**config.mk**
```make
export PLATFORM = sky130hd
export DESIGN_NAME = load_store_unit
export DESIGN_NICKNAME = d
export VERILOG_FILES = /design/src/rtl/lsu_definitions.sv /design/src/rtl/lsu_align.sv /design/src/rtl/load_store_unit.sv
export SDC_FILE = /design/constraint.sdc
export NUM_CORES = 1
export LEC_CHECK = 0
export CORE_ASPECT_RATIO = 0.9
export CORE_MARGIN = 2
export CORE_UTILIZATION = 35
export CTS_CLUSTER_SIZE = 24
export DETAILED_ROUTE_END_ITERATION = 8
export PLACE_DENSITY = 0.73
export SKIP_LAST_GASP = 1
export SYNTH_ARGS = -nofsm -noshare
export SYNTH_HDL_FRONTEND = slang
export SYNTH_SLANG_ARGS = --single-unit
```
**constraint.sdc**
```tcl
create_clock -name clk -period 3.9 [get_ports clk]
set_input_delay 0.585 -clock clk [delete_from_list [all_inputs] [get_ports clk]]
set_output_delay 0.585 -clock clk [all_outputs]
set_load 0.05 [all_outputs]
```
**src/rtl/lsu_definitions.sv**
```systemverilog
// Shared definitions for the load/store unit: funct3 width codes, FSM states and
// the captured per-operation metadata.
package lsu_definitions;

  localparam int BE_WIDTH = 4;

  localparam logic [2:0] LB  = 3'b000;
  localparam logic [2:0] LH  = 3'b001;
  localparam logic [2:0] LW  = 3'b010;
  localparam logic [2:0] LBU = 3'b100;
  localparam logic [2:0] LHU = 3'b101;
  localparam logic [2:0] SB  = 3'b000;
  localparam logic [2:0] SH  = 3'b001;
  localparam logic [2:0] SW  = 3'b010;

  typedef enum logic [1:0] {IDLE, REQ, WAIT, RESP} lsu_state_t;

  typedef struct packed {
    logic       is_load;
    logic       is_store;
    logic [2:0] funct3;
    logic [4:0] rd;
  } op_meta_t;

endpackage

```
**src/rtl/lsu_align.sv**
```systemverilog
// Lane logic for the load/store unit: byte enables, store steering, fault decode, load extension.
// Purely combinational (zero latency); no flow control.
module lsu_align
  import lsu_definitions::*;
(
  input  logic [1:0]          off,
  input  logic [2:0]          funct3,
  input  logic [31:0]         wdata,
  input  logic [31:0]         rdata,
  output logic [BE_WIDTH-1:0] be,
  output logic [31:0]         wdata_lane,
  output logic                fault,
  output logic [31:0]         rdata_ext
);

  logic [7:0]  byte_sel;
  logic [15:0] half_sel;

  always_comb begin
    fault = 1'b0;
    case (funct3)
      LB, LBU: fault = 1'b0;
      LH, LHU: fault = off[0];
      LW:      fault = |off;
      default: fault = 1'b1;
    endcase
  end

  // Unsigned load codes share the size bits with their signed counterparts.
  always_comb begin
    be         = 4'b1111;
    wdata_lane = wdata;
    case ({1'b0, funct3[1:0]})
      SB: begin
        be         = 4'b0001 << off;
        wdata_lane = {4{wdata[7:0]}};
      end
      SH: begin
        be         = off[1] ? 4'b1100 : 4'b0011;
        wdata_lane = {2{wdata[15:0]}};
      end
      default: begin
        be         = 4'b1111;
        wdata_lane = wdata;
      end
    endcase
  end

  always_comb begin
    byte_sel = rdata[7:0];
    case (off)
      2'd0: byte_sel = rdata[7:0];
      2'd1: byte_sel = rdata[15:8];
      2'd2: byte_sel = rdata[23:16];
      2'd3: byte_sel = rdata[31:24];
      default: byte_sel = rdata[7:0];
    endcase
    half_sel = off[1] ? rdata[31:16] : rdata[15:0];
  end

  always_comb begin
    rdata_ext = '0;
    case (funct3)
      LB:      rdata_ext = {{24{byte_sel[7]}}, byte_sel};
      LH:      rdata_ext = {{16{half_sel[15]}}, half_sel};
      LW:      rdata_ext = rdata;
      LBU:     rdata_ext = {24'd0, byte_sel};
      LHU:     rdata_ext = {16'd0, half_sel};
      default: rdata_ext = '0;
    endcase
  end

endmodule

```
**src/rtl/load_store_unit.sv**
```systemverilog
// RV32I memory stage: one load/store at a time over req/gnt/rvalid; store wb at T+2, load at T+3, fault/no-op at T+1.
// in_ready only in IDLE; mem_req held until gnt; each missing gnt/rvalid adds a cycle; no write-back backpressure.
module load_store_unit
  import lsu_definitions::*;
#(
  parameter int DATA_WIDTH = 32,
  parameter int ADDR_WIDTH = 32
) (
  input  logic                  clk,
  input  logic                  reset,
  input  logic                  in_valid,
  output logic                  in_ready,
  input  logic                  in_is_load,
  input  logic                  in_is_store,
  input  logic [2:0]            in_funct3,
  input  logic [ADDR_WIDTH-1:0] in_addr,
  input  logic [DATA_WIDTH-1:0] in_wdata,
  input  logic [4:0]            in_rd,
  output logic                  mem_req,
  output logic                  mem_we,
  output logic [ADDR_WIDTH-1:0] mem_addr,
  output logic [BE_WIDTH-1:0]   mem_be,
  output logic [DATA_WIDTH-1:0] mem_wdata,
  input  logic                  mem_gnt,
  input  logic                  mem_rvalid,
  input  logic [DATA_WIDTH-1:0] mem_rdata,
  output logic                  wb_valid,
  output logic                  wb_we,
  output logic [4:0]            wb_rd,
  output logic [DATA_WIDTH-1:0] wb_data,
  output logic                  misaligned
);

  lsu_state_t state, state_nxt;

  op_meta_t              meta_q;
  logic [ADDR_WIDTH-1:0] addr_q;
  logic [DATA_WIDTH-1:0] wdata_q;
  logic [DATA_WIDTH-1:0] rdata_q;
  logic                  fault_q;

  logic                  idle, accept, in_ld, in_st, in_mem, accept_fault;
  logic [1:0]            al_off;
  logic [2:0]            al_funct3;
  logic [BE_WIDTH-1:0]   al_be;
  logic [DATA_WIDTH-1:0] al_wdata, al_rdata_ext;
  logic                  al_fault;
  logic                  in_resp, in_req, load_ok;

  assign idle   = (state == IDLE);
  assign accept = in_valid && idle;
  // A store wins when both kind bits are set.
  assign in_st  = in_is_store;
  assign in_ld  = in_is_load && !in_is_store;
  assign in_mem = in_ld || in_st;

  // The aligner looks at the incoming op while idle (fault decode at accept)
  // and at the captured op afterwards (lanes during REQ, extension during RESP).
  assign al_off    = idle ? in_addr[1:0] : addr_q[1:0];
  assign al_funct3 = idle ? in_funct3    : meta_q.funct3;

  lsu_align u_align (
    .off        (al_off),
    .funct3     (al_funct3),
    .wdata      (wdata_q),
    .rdata      (rdata_q),
    .be         (al_be),
    .wdata_lane (al_wdata),
    .fault      (al_fault),
    .rdata_ext  (al_rdata_ext)
  );

  assign accept_fault = in_mem && al_fault;

  always_ff @(posedge clk or posedge reset) begin
    if (reset) begin
      state <= IDLE;
    end else begin
      state <= state_nxt;
    end
  end

  always_comb begin
    state_nxt = state;
    case (state)
      IDLE: begin
        if (in_valid) begin
          if (!in_mem || accept_fault) state_nxt = RESP;
          else                         state_nxt = REQ;
        end
      end
      REQ: begin
        if (mem_gnt) state_nxt = meta_q.is_store ? RESP : WAIT;
      end
      WAIT: begin
        if (mem_rvalid) state_nxt = RESP;
      end
      RESP:    state_nxt = IDLE;
      default: state_nxt = IDLE;
    endcase
  end

  always_ff @(posedge clk or posedge reset) begin
    if (reset) begin
      meta_q  <= '0;
      addr_q  <= '0;
      wdata_q <= '0;
      rdata_q <= '0;
      fault_q <= 1'b0;
    end else begin
      if (accept) begin
        meta_q  <= '{is_load: in_ld, is_store: in_st, funct3: in_funct3, rd: in_rd};
        addr_q  <= in_addr;
        wdata_q <= in_wdata;
        fault_q <= accept_fault;
      end
      if (state == WAIT && mem_rvalid) begin
        rdata_q <= mem_rdata;
      end
    end
  end

  assign in_req  = (state == REQ);
  assign in_resp = (state == RESP);
  assign load_ok = in_resp && meta_q.is_load && !fault_q;

  assign in_ready   = idle;
  assign mem_req    = in_req;
  assign mem_we     = in_req && meta_q.is_store;
  assign mem_addr   = in_req ? {addr_q[ADDR_WIDTH-1:2], 2'b00} : '0;
  assign mem_be     = in_req ? al_be : '0;
  assign mem_wdata  = in_req ? al_wdata : '0;

  assign wb_valid   = in_resp;
  assign wb_we      = load_ok && (meta_q.rd != 5'd0);
  assign wb_rd      = in_resp ? meta_q.rd : 5'd0;
  assign wb_data    = load_ok ? al_rdata_ext : '0;
  assign misaligned = in_resp && fault_q;

endmodule
```
# Word-level counts from Yosys, hierarchy flattened
# Cells that the tools add are included.
[totals]
regBits = 109
in_bits = 111
out_inout_bits = 111
elab_cells = 67
[classes]
n_eq_ne = 14
n_shift = 1
muxes = 20
n_reduce_logical = 23
[ops]
columns = ["cell", "n"]
rows = [
  ["32-bit case mux with 5 select lines", 1],
  ["32-bit 2-to-1 mux", 3],
  ["32-bit case mux with 2 select lines", 1],
  ["8-bit case mux with 4 select lines", 1],
  ["16-bit 2-to-1 mux", 1],
  ["2-bit 2-to-1 mux", 5],
  ["1-bit logical AND", 9],
  ["2-bit == test (second input constant)", 4],
  ["4-bit 2-to-1 mux", 2],
  ["2-bit case mux with 4 select lines", 1],
  ["4-bit case mux with 2 select lines", 1],
  ["2-bit by 1-bit == test with 1-bit output (second input constant)", 3],
  ["3-bit == test (second input constant)", 2],
  ["2-bit zero test", 3],
  ["2-bit inequality test (second input constant)", 3],
  ["2-bit OR reduction", 3],
  ["5-bit 2-to-1 mux", 1],
  ["5-bit nonzero test", 1],
  ["1-bit by 2-bit << shifter with 4-bit output (first input constant)", 1],
  ["3-bit by 1-bit == test with 1-bit output (second input constant)", 1],
  ["3-bit by 2-bit == test with 1-bit output (second input constant)", 1],
  ["1-bit zero test", 3],
  ["3-bit zero test", 1],
  ["3-bit 2-to-1 mux", 1],
  ["4 further kinds", 5],
]

# Longest topological paths before layout
# Gate-level depths: netlist of run 1.
[logic_depth]
word_depth = 10
mapped_depth = 9
ltp_nobuf = 7

# By module
# From an unflattened synthesis of run 1, not the netlist that was laid out.
[unflattened]
cells_unflattened = 547
area_unflattened_um2 = 6306.0
[modules_own_cells]
columns = ["module", "n_inst", "cells_per_inst", "area_per_inst_um2", "seq_area_each_um2"]
rows = [
  ["load_store_unit", 1, 380, 5077.4, 2727.6],
  ["lsu_align", 1, 167, 1228.7, 0.0],
]

# Worst setup path after synthesis of run 1
# OpenSTA, ideal clock, no wires.
[synth_timing]
path_kind = "reg2out"
start = "register state[0]"
end = "output wb_data[10]"
arrival_time_ps = 2984
t_required_ps = 3315
setup_slack_ps = 331
stages_incl_launch_ff = 9
n_path_buf = 1
path_cell_list = "dfrtp_1 inv_1 ha_1 mux2_4 buf_6 mux2i_4 nand2_1 nand4_1 a21oi_1"
[synth_via]
elab_chain_cells = 6
elab_cells_between_ends = 19
classes_between = "eq/ne (8); mux (6); reduce/logical (5)"
[synth_rtl]
columns = ["item", "line", "text"]
rows = [
  ["from (decl)", "load_store_unit.sv:34", "lsu_state_t state, state_nxt;"],
  ["from (signal assigned)", "load_store_unit.sv:79", "state <= state_nxt;"],
  ["2-bit zero test *", "load_store_unit.sv:50", "assign idle = (state == IDLE);"],
  ["net in_ready", "load_store_unit.sv:12", "output logic in_ready,"],
  ["2-bit 2-to-1 mux", "load_store_unit.sv:59", "assign al_off = idle ? in_addr[1:0] : addr_q[1:0];"],
  ["2-bit == test (tied with other cells)", "lsu_align.sv:51", "case (off)"],
  ["8-bit case mux with 4 select lines", "lsu_align.sv:51", ""],
  ["32-bit case mux with 5 select lines *", "lsu_align.sv:63", "case (funct3)"],
  ["32-bit 2-to-1 mux *", "load_store_unit.sv:137", "assign wb_data = load_ok ? al_rdata_ext : '0;"],
  ["to (decl)", "load_store_unit.sv:30", "output logic [DATA_WIDTH-1:0] wb_data,"],
]
# The timed path passes the listed nets; every way through them passes the cells marked *.

# Worst setup path after layout of run 1
[layout_timing]
start = "register state[0]"
end = "output wb_data[10]"
[layout_via]
elab_chain_cells = 6
elab_cells_between_ends = 19
classes_between = "eq/ne (8); mux (6); reduce/logical (5)"
[layout_rtl]
columns = ["item", "line"]
rows = [
  ["2-bit zero test", "load_store_unit.sv:50"],
  ["2-bit 2-to-1 mux", "load_store_unit.sv:59"],
  ["2-bit == test (tied with other cells)", "lsu_align.sv:51"],
  ["8-bit case mux with 4 select lines", "lsu_align.sv:51"],
  ["32-bit case mux with 5 select lines", "lsu_align.sv:63"],
  ["32-bit 2-to-1 mux *", "load_store_unit.sv:137"],
]
# Mark *: on every way between the ends. The rest lies on a longest branch, timed or not.

==> impl_metrics.xml, run 1 <==
<?xml version="1.0" encoding="UTF-8"?>
<metrics>
  <group name="status">
    <metric name="status" unit="">complete, no violations</metric>
  </group>
  <group name="sta">
    <metric name="shortest_period_the_worst_path_allows" unit="ns">3.703</metric>
    <metric name="fmax" unit="MHz">270.1</metric>
    <metric name="timing.final.crit_share" unit="">0.9494</metric>
    <metric name="report.final.hold_viol_count" unit="">0</metric>
    <metric name="tns" unit="ns">0</metric>
    <metric name="grt_setup_unrepaired" unit="">false</metric>
    <metric name="finalSetupViolations" unit="">0</metric>
    <metric name="worst_max_slew_pin_slew" unit="ns">1.032</metric>
    <metric name="final.setup_skew" unit="ns">0.008415</metric>
    <metric name="timing.max_slew.rel_slack" unit="">0.3118</metric>
    <metric name="slew_violations" unit="">0</metric>
  </group>
  <group name="logic_synthesis">
    <metric name="synthDominantAreaCellType" unit="">sky130_fd_sc_hd__dfrtp_1</metric>
    <metric name="synth_top_cell_area_share" unit="">0.4729</metric>
    <metric name="synth_area" unit="um^2">5768</metric>
    <metric name="post_synth_arst_share" unit="">1.000</metric>
    <metric name="synth_area_leaders" unit="">sky130_fd_sc_hd__dfrtp_1 (47%), sky130_fd_sc_hd__mux2_2 (20%), sky130_fd_sc_hd__and2_1 (4.9%)</metric>
    <metric name="post_synth.cell_area_avg" unit="um^2">11.24</metric>
    <metric name="synth-edff-count" unit="">0</metric>
    <metric name="yosys.cell_count.top_type" unit="">sky130_fd_sc_hd__dfrtp_1</metric>
    <metric name="synth_cells" unit="">513</metric>
    <metric name="synthesis.yosys.warnings" unit="">0</metric>
    <metric name="synth_commonest_cells" unit="">sky130_fd_sc_hd__dfrtp_1 (109), sky130_fd_sc_hd__mux2_2 (104), sky130_fd_sc_hd__nand2_1 (55)</metric>
    <metric name="share_of_synthesized_area_occupied_by_flip_flops_and_latches" unit="">0.4729</metric>
    <metric name="synthFlopType" unit="">sky130_fd_sc_hd__dfrtp_1</metric>
    <metric name="synth_cell_type_count" unit="">46</metric>
    <metric name="synth.ff_latch_count" unit="">109</metric>
  </group>
  <group name="cells_and_area">
    <metric name="post_layout_nonfiller_instances" unit="">933</metric>
    <metric name="antennaDiodeCount" unit="">0</metric>
    <metric name="final_cell_area" unit="um^2">8750</metric>
    <metric name="fill_cells" unit="">1335</metric>
    <metric name="final_layout_size_suffix_gt1_frac" unit="">0.3044</metric>
    <metric name="final_nets" unit="">836</metric>
    <metric name="area.sequential" unit="um^2">2728</metric>
    <metric name="post_route_utilization" unit="">0.5424</metric>
    <metric name="multi_input_gate_area_in_the_final_layout" unit="um^2">2848</metric>
    <metric name="area_growth_syn_to_layout" unit="%">51.69</metric>
  </group>
  <group name="pwr">
    <metric name="vdd_drop_max" unit="V">0.0005723</metric>
    <metric name="power_per_cell_area" unit="nW/um^2">905.5</metric>
    <metric name="p_leak" unit="uW">0.003552</metric>
  </group>
  <group name="route">
    <metric name="post_drt_wl_per_cell" unit="um">18.57</metric>
    <metric name="drt_iter0_drc" unit="">160</metric>
    <metric name="remaining_design_rule_violation_count" unit="">0</metric>
    <metric name="detail_route.vias_per_cell" unit="">5.229</metric>
    <metric name="routed_wirelength" unit="um">17330</metric>
    <metric name="detail_route.first_pass.iterations" unit="">4</metric>
    <metric name="route.vias.total" unit="">4879</metric>
    <metric name="ant_nets" unit="">0</metric>
  </group>
  <group name="die">
    <metric name="chipHeight" unit="um">125.8</metric>
    <metric name="start_util" unit="">0.3576</metric>
    <metric name="dieArea" unit="um^2">17520</metric>
    <metric name="rows" unit="">44</metric>
    <metric name="coreArea" unit="um^2">16130</metric>
    <metric name="fp.dieW" unit="um">139.3</metric>
    <metric name="count_of_boundary_i_o_pins" unit="">222</metric>
  </group>
  <group name="place">
    <metric name="numPortBuffers" unit="">219</metric>
    <metric name="place.detailed.hpwl" unit="um">12620</metric>
    <metric name="dpl-instance-area" unit="um^2">8456</metric>
    <metric name="routabilityCongestion" unit="">0.8781</metric>
    <metric name="placed_cells_incl_taps" unit="">917</metric>
  </group>
  <group name="clock_tree">
    <metric name="worst_skew_pair.late_latency" unit="ns">0.36</metric>
    <metric name="clkSinkCount" unit="">109</metric>
    <metric name="cts_max_level" unit="">3</metric>
    <metric name="clkTransAtPathRegs" unit="ns">0.07</metric>
    <metric name="clk_root_buffer_cell" unit="">sky130_fd_sc_hd__clkbuf_16</metric>
    <metric name="cts.path.max_buffers" unit="">2</metric>
    <metric name="num_cts_buffers" unit="">9</metric>
    <metric name="cts_tree" unit="">built</metric>
  </group>
  <group name="hold_path">
    <metric name="timing.hold.worst.start" unit="">meta_q[9]$_DFFE_PP0P_</metric>
    <metric name="min_delay_path_depth" unit="">2</metric>
    <metric name="hold_class" unit="">reg -&gt; reg</metric>
    <metric name="min_delay_worst_endpoint" unit="">meta_q[9]$_DFFE_PP0P_</metric>
  </group>
  <group name="setup_path">
    <metric name="path_class" unit="">reg -&gt; out</metric>
    <metric name="launching_element_type_of_the_critical_path" unit="">flop</metric>
    <metric name="timing.critical_path.to_type" unit="">output pin</metric>
    <metric name="worst-path-max-fanout" unit="">21</metric>
    <metric name="critical_path_rt" unit="ns">3.31</metric>
    <metric name="regToRegEndpoint" unit="">wdata_q[3]$_DFFE_PP0P_</metric>
    <metric name="worst-endpoint-arrival" unit="ns">3.12</metric>
    <metric name="worstRegToRegCells" unit="">5</metric>
    <metric name="rrSetupSlack" unit="ns">1.46</metric>
    <metric name="timing.rr.start" unit="">state[0]$_DFFE_PP0P_</metric>
  </group>
  <group name="grt">
    <metric name="antenna_found_initial" unit="">0</metric>
    <metric name="vias_in_the_first_global_route" unit="">5078</metric>
    <metric name="grt_pass1_wl" unit="um">27330</metric>
    <metric name="global_route.overflow_total" unit="">0</metric>
    <metric name="grt_max_degree" unit="">80</metric>
    <metric name="all_layer_gr_usage" unit="">0.1980</metric>
  </group>
  <group name="job">
    <metric name="max_cap_violations" unit="">0</metric>
  </group>
</metrics>
[cells by family after synthesis]
kind of cell	Yosys count	synth area share
other	1	0.0006501
buffers and inverters	42	0.03579
AOI/OAI and AO/OA	92	0.1124
muxes	115	0.2403
adders and majority gates	4	0.008677
and+or+nand+nor	150	0.1293
DFF	109	0.4729
[per-layer routing]
layer | global-route usage | share of wire | vias to the layer above
met2 | 0.3143 | 0.46 | 216
li1 | - | - | 2233
met5 | 0 | 0 | -
met1 | 0.2462 | 0.42 | 2405
met3 | 0.08099 | 0.098 | 25
met4 | 0.06595 | 0.019 | 0
[layout by cell type, fill, tap and decap left out, drive strengths merged, types with 10 or more instances in the layout]
cell           count
a21oi             48
nand2             55
dfrtp            109
buf               72
nor2              31
and2              45
clkbuf            10
inv               11
mux2             105
clkdlybuf4s50    159
[power by group]
part / internal (uW) / leakage (uW) / total, uW / switching (uW)
clock: 464 / 0.000143 / 910 / 446
sequential: 1710 / 0.00129 / 2170 / 457
combinational: 2090 / 0.00212 / 4840 / 2750
total: 4270 / 0.00355 / 7920 / 3660
[worst max-delay path, stage by stage, from the launching register on]
cell and delay (ns):
sky130_fd_sc_hd__dfrtp_1 0.43, sky130_fd_sc_hd__inv_1 0.11, sky130_fd_sc_hd__ha_2 0.46, sky130_fd_sc_hd__mux2_4 0.43, sky130_fd_sc_hd__mux2i_4 0.22, sky130_fd_sc_hd__nand2_1 0.15, sky130_fd_sc_hd__nand4_1 0.40, sky130_fd_sc_hd__a21oi_1 0.31
sky130_fd_sc_hd__buf_4 0.24
[worst max-delay path by stage]
stage                         start     endpoint  depth (start not counted)
5_1_grt        state[0]$_DFFE_PP0P_  wb_data[18]                          8
3_5_place_dp   state[0]$_DFFE_PP0P_  wb_data[18]                          8
3_3_place_gp   state[0]$_DFFE_PP0P_  wb_data[30]                          8
4_1_cts        state[1]$_DFFE_PP0P_  wb_data[10]                          8
6_report       state[0]$_DFFE_PP0P_  wb_data[10]                          8
2_1_floorplan  state[0]$_DFFE_PP0P_  wb_data[10]                          8
[registers in the layout (all words and copies together) (netlist names)]
signal   cells
addr_q      32
rdata_q     32
wdata_q     32
meta_q      10
state        2
fault_q      1
[per-stage QoR]
stage                     worst slack (ns)  total power, uW  hold slack (ns)
after detailed placement            0.3678             7027           0.4740
after global placement              0.5039             6909           0.4746
final                               0.1974             7923           0.4931
after CTS                           0.1970             7972           0.4973
after global routing               0.04341             8371           0.5105
after floorplan                     0.3311             5265           0.4502
[layout make-up]
class | instances | area share
clock buffers | 10 | 0.02731
clock inverters | 6 | 0.006006
inverters | 7 | 0.003289
multi-input cells | 363 | 0.3255
flip-flops and latches | 109 | 0.3117
well taps | 207 | 0.02960
repair buffers | 231 | 0.2966
[timing repair]
action	CTS	global route
hold buffers	0	0
buffers inserted	0	0
endpoints found under the setup margin	6	0
gates resized for setup	1	0
Note: power is estimated with default switching activity, not from simulation.
==> run 2: changes to the inputs <==
CORE_UTILIZATION = 45   (was 35)
PLACE_DENSITY = 0.89   (was 0.73)
==> impl_metrics.xml, run 2 (synthesis results as in run 1) <==
<?xml version="1.0" encoding="UTF-8"?>
<metrics>
  <group name="place">
    <metric name="numPortBuffers" unit="">219</metric>
    <metric name="place.detailed.hpwl" unit="um">12270</metric>
    <metric name="dpl-instance-area" unit="um^2">8362</metric>
    <metric name="routabilityCongestion" unit="">0.9722</metric>
  </group>
  <group name="clock_tree">
    <metric name="num_cts_buffers" unit="">9</metric>
    <metric name="cts_max_level" unit="">3</metric>
    <metric name="clkTransAtPathRegs" unit="ns">0.07</metric>
    <metric name="worst_skew_pair.late_latency" unit="ns">0.35</metric>
    <metric name="cts_tree" unit="">built</metric>
    <metric name="postCtsHoldBufs" unit="">0</metric>
    <metric name="clkSinkCount" unit="">109</metric>
    <metric name="clk_root_buffer_cell" unit="">sky130_fd_sc_hd__clkbuf_16</metric>
    <metric name="cts.path.max_buffers" unit="">2</metric>
  </group>
  <group name="route">
    <metric name="routed_wirelength" unit="um">16860</metric>
    <metric name="route.vias.total" unit="">4959</metric>
    <metric name="post_drt_wl_per_cell" unit="um">18.96</metric>
    <metric name="detail_route.vias_per_cell" unit="">5.578</metric>
    <metric name="detail_route.first_pass.iterations" unit="">5</metric>
    <metric name="ant_nets" unit="">0</metric>
    <metric name="remaining_design_rule_violation_count" unit="">0</metric>
    <metric name="drt_iter0_drc" unit="">380</metric>
  </group>
  <group name="cells_and_area">
    <metric name="commonest_non_fill_non_tap_cells_in_the_layout" unit="">sky130_fd_sc_hd__clkdlybuf4s50_1 (159), sky130_fd_sc_hd__dfrtp_1 (109), sky130_fd_sc_hd__mux2_2 (104), sky130_fd_sc_hd__nand2_1 (54), sky130_fd_sc_hd__and2_1 (45)</metric>
    <metric name="multi_input_gate_area_in_the_final_layout" unit="um^2">2849</metric>
    <metric name="final_common_cell" unit="">sky130_fd_sc_hd__clkdlybuf4s50_1</metric>
    <metric name="area_growth_syn_to_layout" unit="%">50.69</metric>
    <metric name="final_nets" unit="">835</metric>
    <metric name="area.sequential" unit="um^2">2728</metric>
    <metric name="reg_top3" unit="">addr_q (32), rdata_q (32), wdata_q (32)</metric>
    <metric name="final_layout_size_suffix_gt1_frac" unit="">0.3048</metric>
    <metric name="fill_cells" unit="">899</metric>
    <metric name="final_cell_area" unit="um^2">8692</metric>
    <metric name="antennaDiodeCount" unit="">0</metric>
  </group>
  <group name="grt">
    <metric name="all_layer_gr_usage" unit="">0.2488</metric>
    <metric name="antenna_found_initial" unit="">0</metric>
    <metric name="grt_pass1_wl" unit="um">26390</metric>
    <metric name="global_route.overflow_total" unit="">0</metric>
    <metric name="grt_max_degree" unit="">88</metric>
    <metric name="vias_in_the_first_global_route" unit="">5057</metric>
  </group>
  <group name="setup_path">
    <metric name="worst-endpoint-arrival" unit="ns">3.03</metric>
    <metric name="critical_path.most_common_cell" unit="">sky130_fd_sc_hd__buf_4</metric>
    <metric name="launching_element_type_of_the_critical_path" unit="">flop</metric>
    <metric name="crit_slowest_cell" unit="">sky130_fd_sc_hd__or3_1</metric>
    <metric name="worst_path_largest_cell_delay" unit="ns">0.51</metric>
    <metric name="critical_path.startpoint" unit="">state[0]$_DFFE_PP0P_</metric>
    <metric name="timing.rr.start" unit="">state[1]$_DFFE_PP0P_</metric>
    <metric name="cp_top_family" unit="">compound AO/OA/AOI/OAI gates</metric>
    <metric name="worst-path-max-fanout" unit="">14</metric>
    <metric name="cells_traversed_along_the_worst_timing_path" unit="">inv_1 -&gt; ha_2 -&gt; buf_4 -&gt; nor2b_1 -&gt; a32o_1 -&gt; or3_1 -&gt; a22oi_1 -&gt; a21oi_1 -&gt; buf_4</metric>
    <metric name="timing.critical_path.buf_inv" unit="">3</metric>
    <metric name="timing.critical_path.to_type" unit="">output pin</metric>
    <metric name="critical_path_rt" unit="ns">3.31</metric>
    <metric name="path_class" unit="">reg -&gt; out</metric>
  </group>
  <group name="pwr">
    <metric name="vdd_drop_max" unit="V">0.0005650</metric>
    <metric name="clock_power_share" unit="">0.117</metric>
    <metric name="p_leak" unit="uW">0.003555</metric>
    <metric name="cellInternalPower" unit="uW">4319</metric>
    <metric name="power.share.combinational" unit="">0.607</metric>
    <metric name="sequentialPowerShare" unit="">0.276</metric>
    <metric name="switching_share" unit="">0.4558</metric>
    <metric name="power.switching" unit="uW">3617</metric>
    <metric name="power_per_cell_area" unit="nW/um^2">912.9</metric>
  </group>
  <group name="sta">
    <metric name="timing.max_slew.rel_slack" unit="">0.2927</metric>
    <metric name="worst_max_slew_pin_slew" unit="ns">1.061</metric>
    <metric name="final.setup_skew" unit="ns">0.006648</metric>
    <metric name="timing.final.crit_share" unit="">0.9279</metric>
    <metric name="fmax" unit="MHz">276.3</metric>
    <metric name="grt_setup_unrepaired" unit="">false</metric>
    <metric name="finalSetupViolations" unit="">0</metric>
    <metric name="slew_violations" unit="">0</metric>
    <metric name="tns" unit="ns">0</metric>
    <metric name="report.final.hold_viol_count" unit="">0</metric>
    <metric name="shortest_period_the_worst_path_allows" unit="ns">3.619</metric>
  </group>
  <group name="die">
    <metric name="fp.dieW" unit="um">123.3</metric>
    <metric name="coreArea" unit="um^2">12590</metric>
    <metric name="start_util" unit="">0.4582</metric>
    <metric name="rows" unit="">39</metric>
    <metric name="count_of_boundary_i_o_pins" unit="">222</metric>
    <metric name="dieArea" unit="um^2">13740</metric>
    <metric name="chipHeight" unit="um">111.4</metric>
  </group>
  <group name="job">
    <metric name="max_cap_violations" unit="">0</metric>
  </group>
  <group name="hold_path">
    <metric name="hold_class" unit="">reg -&gt; reg</metric>
    <metric name="timing.hold.worst.start" unit="">addr_q[14]$_DFFE_PP0P_</metric>
  </group>
  <group name="status">
    <metric name="status" unit="">complete, no violations</metric>
  </group>
</metrics>
## run 2: changes by cell type in the layout (fill, tap and decap cells not counted), sizes merged
cell / previous run / this run
clkbuf: 10 / 13
inv: 11 / 8
buf: 72 / 71
clkinv: 1 / 2
clkinvlp: 1 / 0
## run 2: worst paths after layout
kind | endpoint | slack, ns | cells after the start
max | wb_data[13] | 0.28 | 9
min | addr_q[14]$_DFFE_PP0P_ | 0.50 | 1
max reg2reg | state[0]$_DFFE_PP0P_ | 1.50 | 7
min reg2reg | addr_q[14]$_DFFE_PP0P_ | 0.50 | 1
max in group asynchronous | wdata_q[12]$_DFFE_PP0P_ | 2.25 | 3
min in group asynchronous | meta_q[2]$_DFFE_PP0P_ | 0.88 | 2
## run 2: area by class of cell
type	count	area share
multi-input combinational	363	0.3278
sequential	109	0.3138
timing repair buffer	230	0.2962
clock buffer	13	0.03224
tap	164	0.02361
inverter	7	0.003311
clock inverter	3	0.003023
## run 2: per-stage QoR
step                instances  hold slack (ns)  power, uW  utilization  setup slack, ns
floorplan                 514           0.4502       5265            -           0.3311
detailed placement        872           0.4852       6954       0.6642           0.3736
CTS                       888           0.5000       7914       0.6886          0.03708
global route              889           0.5175       8344       0.6904           0.1169
finish                    889           0.4975       7935       0.6904           0.2814
global placement          872           0.4722       6811       0.6642           0.5848
## run 2: metal layers
metal,global-route usage,part of all wire,vias to the layer above
met3,0.06916,0.091,31
met4,0.07955,0.020,0
met1,0.3156,0.39,2463
li1,-,-,2232
met5,0,0,-
met2,0.4110,0.50,233
## run 2: power by group through the flow
stage | Combinational [uW] | Sequential (uW) | Clock (uW)
floorplan | 3260 | 2010 | 0
global placement | 4670 | 2140 | 0
detailed placement | 4760 | 2190 | 0
CTS | 4790 | 2170 | 950
global route | 5090 | 2260 | 993
finish | 4820 | 2190 | 925
## run 2: timing repair
item,CTS,global route
gates resized for setup,1,1
setup buffers,0,1
setup endpoints to repair,9,25
==> run 3: changes to the inputs <==
CORE_UTILIZATION = 40   (was 45)
PLACE_DENSITY = 0.81   (was 0.89)
==> impl_metrics.xml, run 3 (synthesis results as in run 1) <==
<?xml version="1.0" encoding="UTF-8"?>
<metrics>
  <group name="pwr">
    <metric name="power.total" unit="uW">7963</metric>
    <metric name="power_per_cell_area" unit="nW/um^2">910.3</metric>
    <metric name="vdd_drop_max" unit="V">0.0005924</metric>
    <metric name="p_leak" unit="uW">0.003559</metric>
  </group>
  <group name="route">
    <metric name="remaining_design_rule_violation_count" unit="">0</metric>
    <metric name="detail_route.first_pass.iterations" unit="">4</metric>
    <metric name="drt_iter0_drc" unit="">310</metric>
    <metric name="route.vias.total" unit="">4840</metric>
    <metric name="ant_nets" unit="">0</metric>
    <metric name="detail_route.vias_per_cell" unit="">5.261</metric>
    <metric name="post_drt_wl_per_cell" unit="um">18.58</metric>
    <metric name="routed_wirelength" unit="um">17090</metric>
  </group>
  <group name="setup_path">
    <metric name="path_class" unit="">reg -&gt; out</metric>
    <metric name="worst-path-max-fanout" unit="">17</metric>
    <metric name="critical_path_rt" unit="ns">3.31</metric>
    <metric name="worst-endpoint-arrival" unit="ns">3.18</metric>
    <metric name="launching_element_type_of_the_critical_path" unit="">flop</metric>
    <metric name="timing.critical_path.to_type" unit="">output pin</metric>
  </group>
  <group name="cells_and_area">
    <metric name="area_growth_syn_to_layout" unit="%">51.67</metric>
    <metric name="post_layout_nonfiller_instances" unit="">920</metric>
    <metric name="post_route_utilization" unit="">0.6224</metric>
    <metric name="final_layout_size_suffix_gt1_frac" unit="">0.3054</metric>
    <metric name="commonest_non_fill_non_tap_cells_in_the_layout" unit="">sky130_fd_sc_hd__clkdlybuf4s50_1 (159), sky130_fd_sc_hd__dfrtp_1 (109), sky130_fd_sc_hd__mux2_2 (104), sky130_fd_sc_hd__nand2_1 (54), sky130_fd_sc_hd__and2_1 (45)</metric>
    <metric name="antennaDiodeCount" unit="">0</metric>
    <metric name="fill_cells" unit="">1099</metric>
    <metric name="final_common_cell" unit="">sky130_fd_sc_hd__clkdlybuf4s50_1</metric>
    <metric name="reg_top3" unit="">addr_q (32), rdata_q (32), wdata_q (32)</metric>
    <metric name="final_nets" unit="">837</metric>
  </group>
  <group name="sta">
    <metric name="fmax" unit="MHz">265.3</metric>
    <metric name="timing.final.crit_share" unit="">0.9665</metric>
    <metric name="worst_max_slew_pin_slew" unit="ns">1.034</metric>
    <metric name="timing.max_slew.rel_slack" unit="">0.3105</metric>
    <metric name="shortest_period_the_worst_path_allows" unit="ns">3.769</metric>
    <metric name="tns" unit="ns">0</metric>
    <metric name="report.final.hold_viol_count" unit="">0</metric>
    <metric name="grt_setup_unrepaired" unit="">false</metric>
    <metric name="finalSetupViolations" unit="">0</metric>
    <metric name="layout_setup_ws" unit="ns">0.1307</metric>
    <metric name="final.setup_skew" unit="ns">0.007581</metric>
    <metric name="slew_violations" unit="">0</metric>
  </group>
  <group name="clock_tree">
    <metric name="worst_skew_pair.late_latency" unit="ns">0.35</metric>
    <metric name="clk_root_buffer_cell" unit="">sky130_fd_sc_hd__clkbuf_16</metric>
    <metric name="clkTransAtPathRegs" unit="ns">0.07</metric>
    <metric name="cts_tree" unit="">built</metric>
    <metric name="postCtsSetupBuffers" unit="">0</metric>
    <metric name="postCtsHoldBufs" unit="">0</metric>
    <metric name="clkSinkCount" unit="">109</metric>
    <metric name="cts.path.max_buffers" unit="">2</metric>
    <metric name="num_cts_buffers" unit="">9</metric>
    <metric name="cts_max_level" unit="">3</metric>
  </group>
  <group name="place">
    <metric name="numPortBuffers" unit="">219</metric>
    <metric name="place.detailed.hpwl" unit="um">12550</metric>
    <metric name="routabilityCongestion" unit="">0.9251</metric>
    <metric name="placed_cells_incl_taps" unit="">904</metric>
    <metric name="post-place-ws" unit="ns">0.3479</metric>
  </group>
  <group name="die">
    <metric name="rows" unit="">41</metric>
    <metric name="fp.dieW" unit="um">130.6</metric>
    <metric name="start_util" unit="">0.4104</metric>
    <metric name="chipHeight" unit="um">117.9</metric>
    <metric name="count_of_boundary_i_o_pins" unit="">222</metric>
    <metric name="dieArea" unit="um^2">15400</metric>
    <metric name="coreArea" unit="um^2">14060</metric>
  </group>
  <group name="grt">
    <metric name="grt_max_degree" unit="">80</metric>
    <metric name="vias_in_the_first_global_route" unit="">5094</metric>
    <metric name="antenna_found_initial" unit="">0</metric>
    <metric name="grt_pass1_wl" unit="um">27260</metric>
    <metric name="global_route.overflow_total" unit="">0</metric>
    <metric name="all_layer_gr_usage" unit="">0.2275</metric>
  </group>
  <group name="status">
    <metric name="status" unit="">complete, no violations</metric>
  </group>
  <group name="hold_path">
    <metric name="hold_class" unit="">reg -&gt; reg</metric>
  </group>
  <group name="job">
    <metric name="max_cap_violations" unit="">0</metric>
  </group>
</metrics>
## run 3: worst max-delay path: stages, from the launching register on
cell and delay (ns):
sky130_fd_sc_hd__dfrtp_1 0.44, sky130_fd_sc_hd__inv_1 0.11, sky130_fd_sc_hd__ha_2 0.41, sky130_fd_sc_hd__mux2_2 0.45
sky130_fd_sc_hd__or3_4 0.41, sky130_fd_sc_hd__a41oi_4 0.60, sky130_fd_sc_hd__a21oi_1 0.17, sky130_fd_sc_hd__buf_4 0.23
## run 3: worst paths after layout
path	from	to	slack, ns	cells after the start
worst max-delay path	state[0]$_DFFE_PP0P_	wb_data[17]	0.13	7
worst min-delay path	addr_q[9]$_DFFE_PP0P_	addr_q[9]$_DFFE_PP0P_	0.50	1
worst max register to register	state[1]$_DFFE_PP0P_	state[0]$_DFFE_PP0P_	1.35	7
worst min register to register	addr_q[9]$_DFFE_PP0P_	addr_q[9]$_DFFE_PP0P_	0.50	1
max in group asynchronous	reset	addr_q[5]$_DFFE_PP0P_	2.42	3
min in group asynchronous	reset	rdata_q[17]$_DFFE_PP0P_	0.62	2
## run 3: report_power, final
part           internal, uW  switching, uW
sequential             1710            482
combinational          2100           2710
clock                   526            434
total                  4340           3630
## run 3: layer usage
layer | track usage | vias up | part of all wire
li1 | - | 2229 | -
met1 | 0.2956 | 2392 | 0.40
met4 | 0.07580 | 0 | 0.020
met2 | 0.3743 | 193 | 0.50
met3 | 0.05045 | 26 | 0.076
met5 | 0 | - | 0
## run 3: what timing repair did
item,4_1_cts,5_1_grt
endpoints found under the hold margin,0,0
setup endpoints to repair,6,0
gates resized for setup,1,0
## run 3: area by class of cell
class	instances	area [um^2]	area share
well taps	193	241.5	0.02760
multi-input cells	363	2851	0.3259
clock inverters	5	66.31	0.007580
repair buffers	232	2590	0.2961
flip-flops and latches	109	2728	0.3118
inverters	7	28.78	0.003289
clock buffers	11	242.7	0.02775
## run 3: metrics by stage
step	instance area, um^2	hold slack [ns]
2_1_floorplan	5772	0.4502
3_3_place_gp	8437	0.4726
3_5_place_dp	8437	0.4830
4_1_cts	8748	0.5005
5_1_grt	8748	0.5152
6_report	8748	0.5002
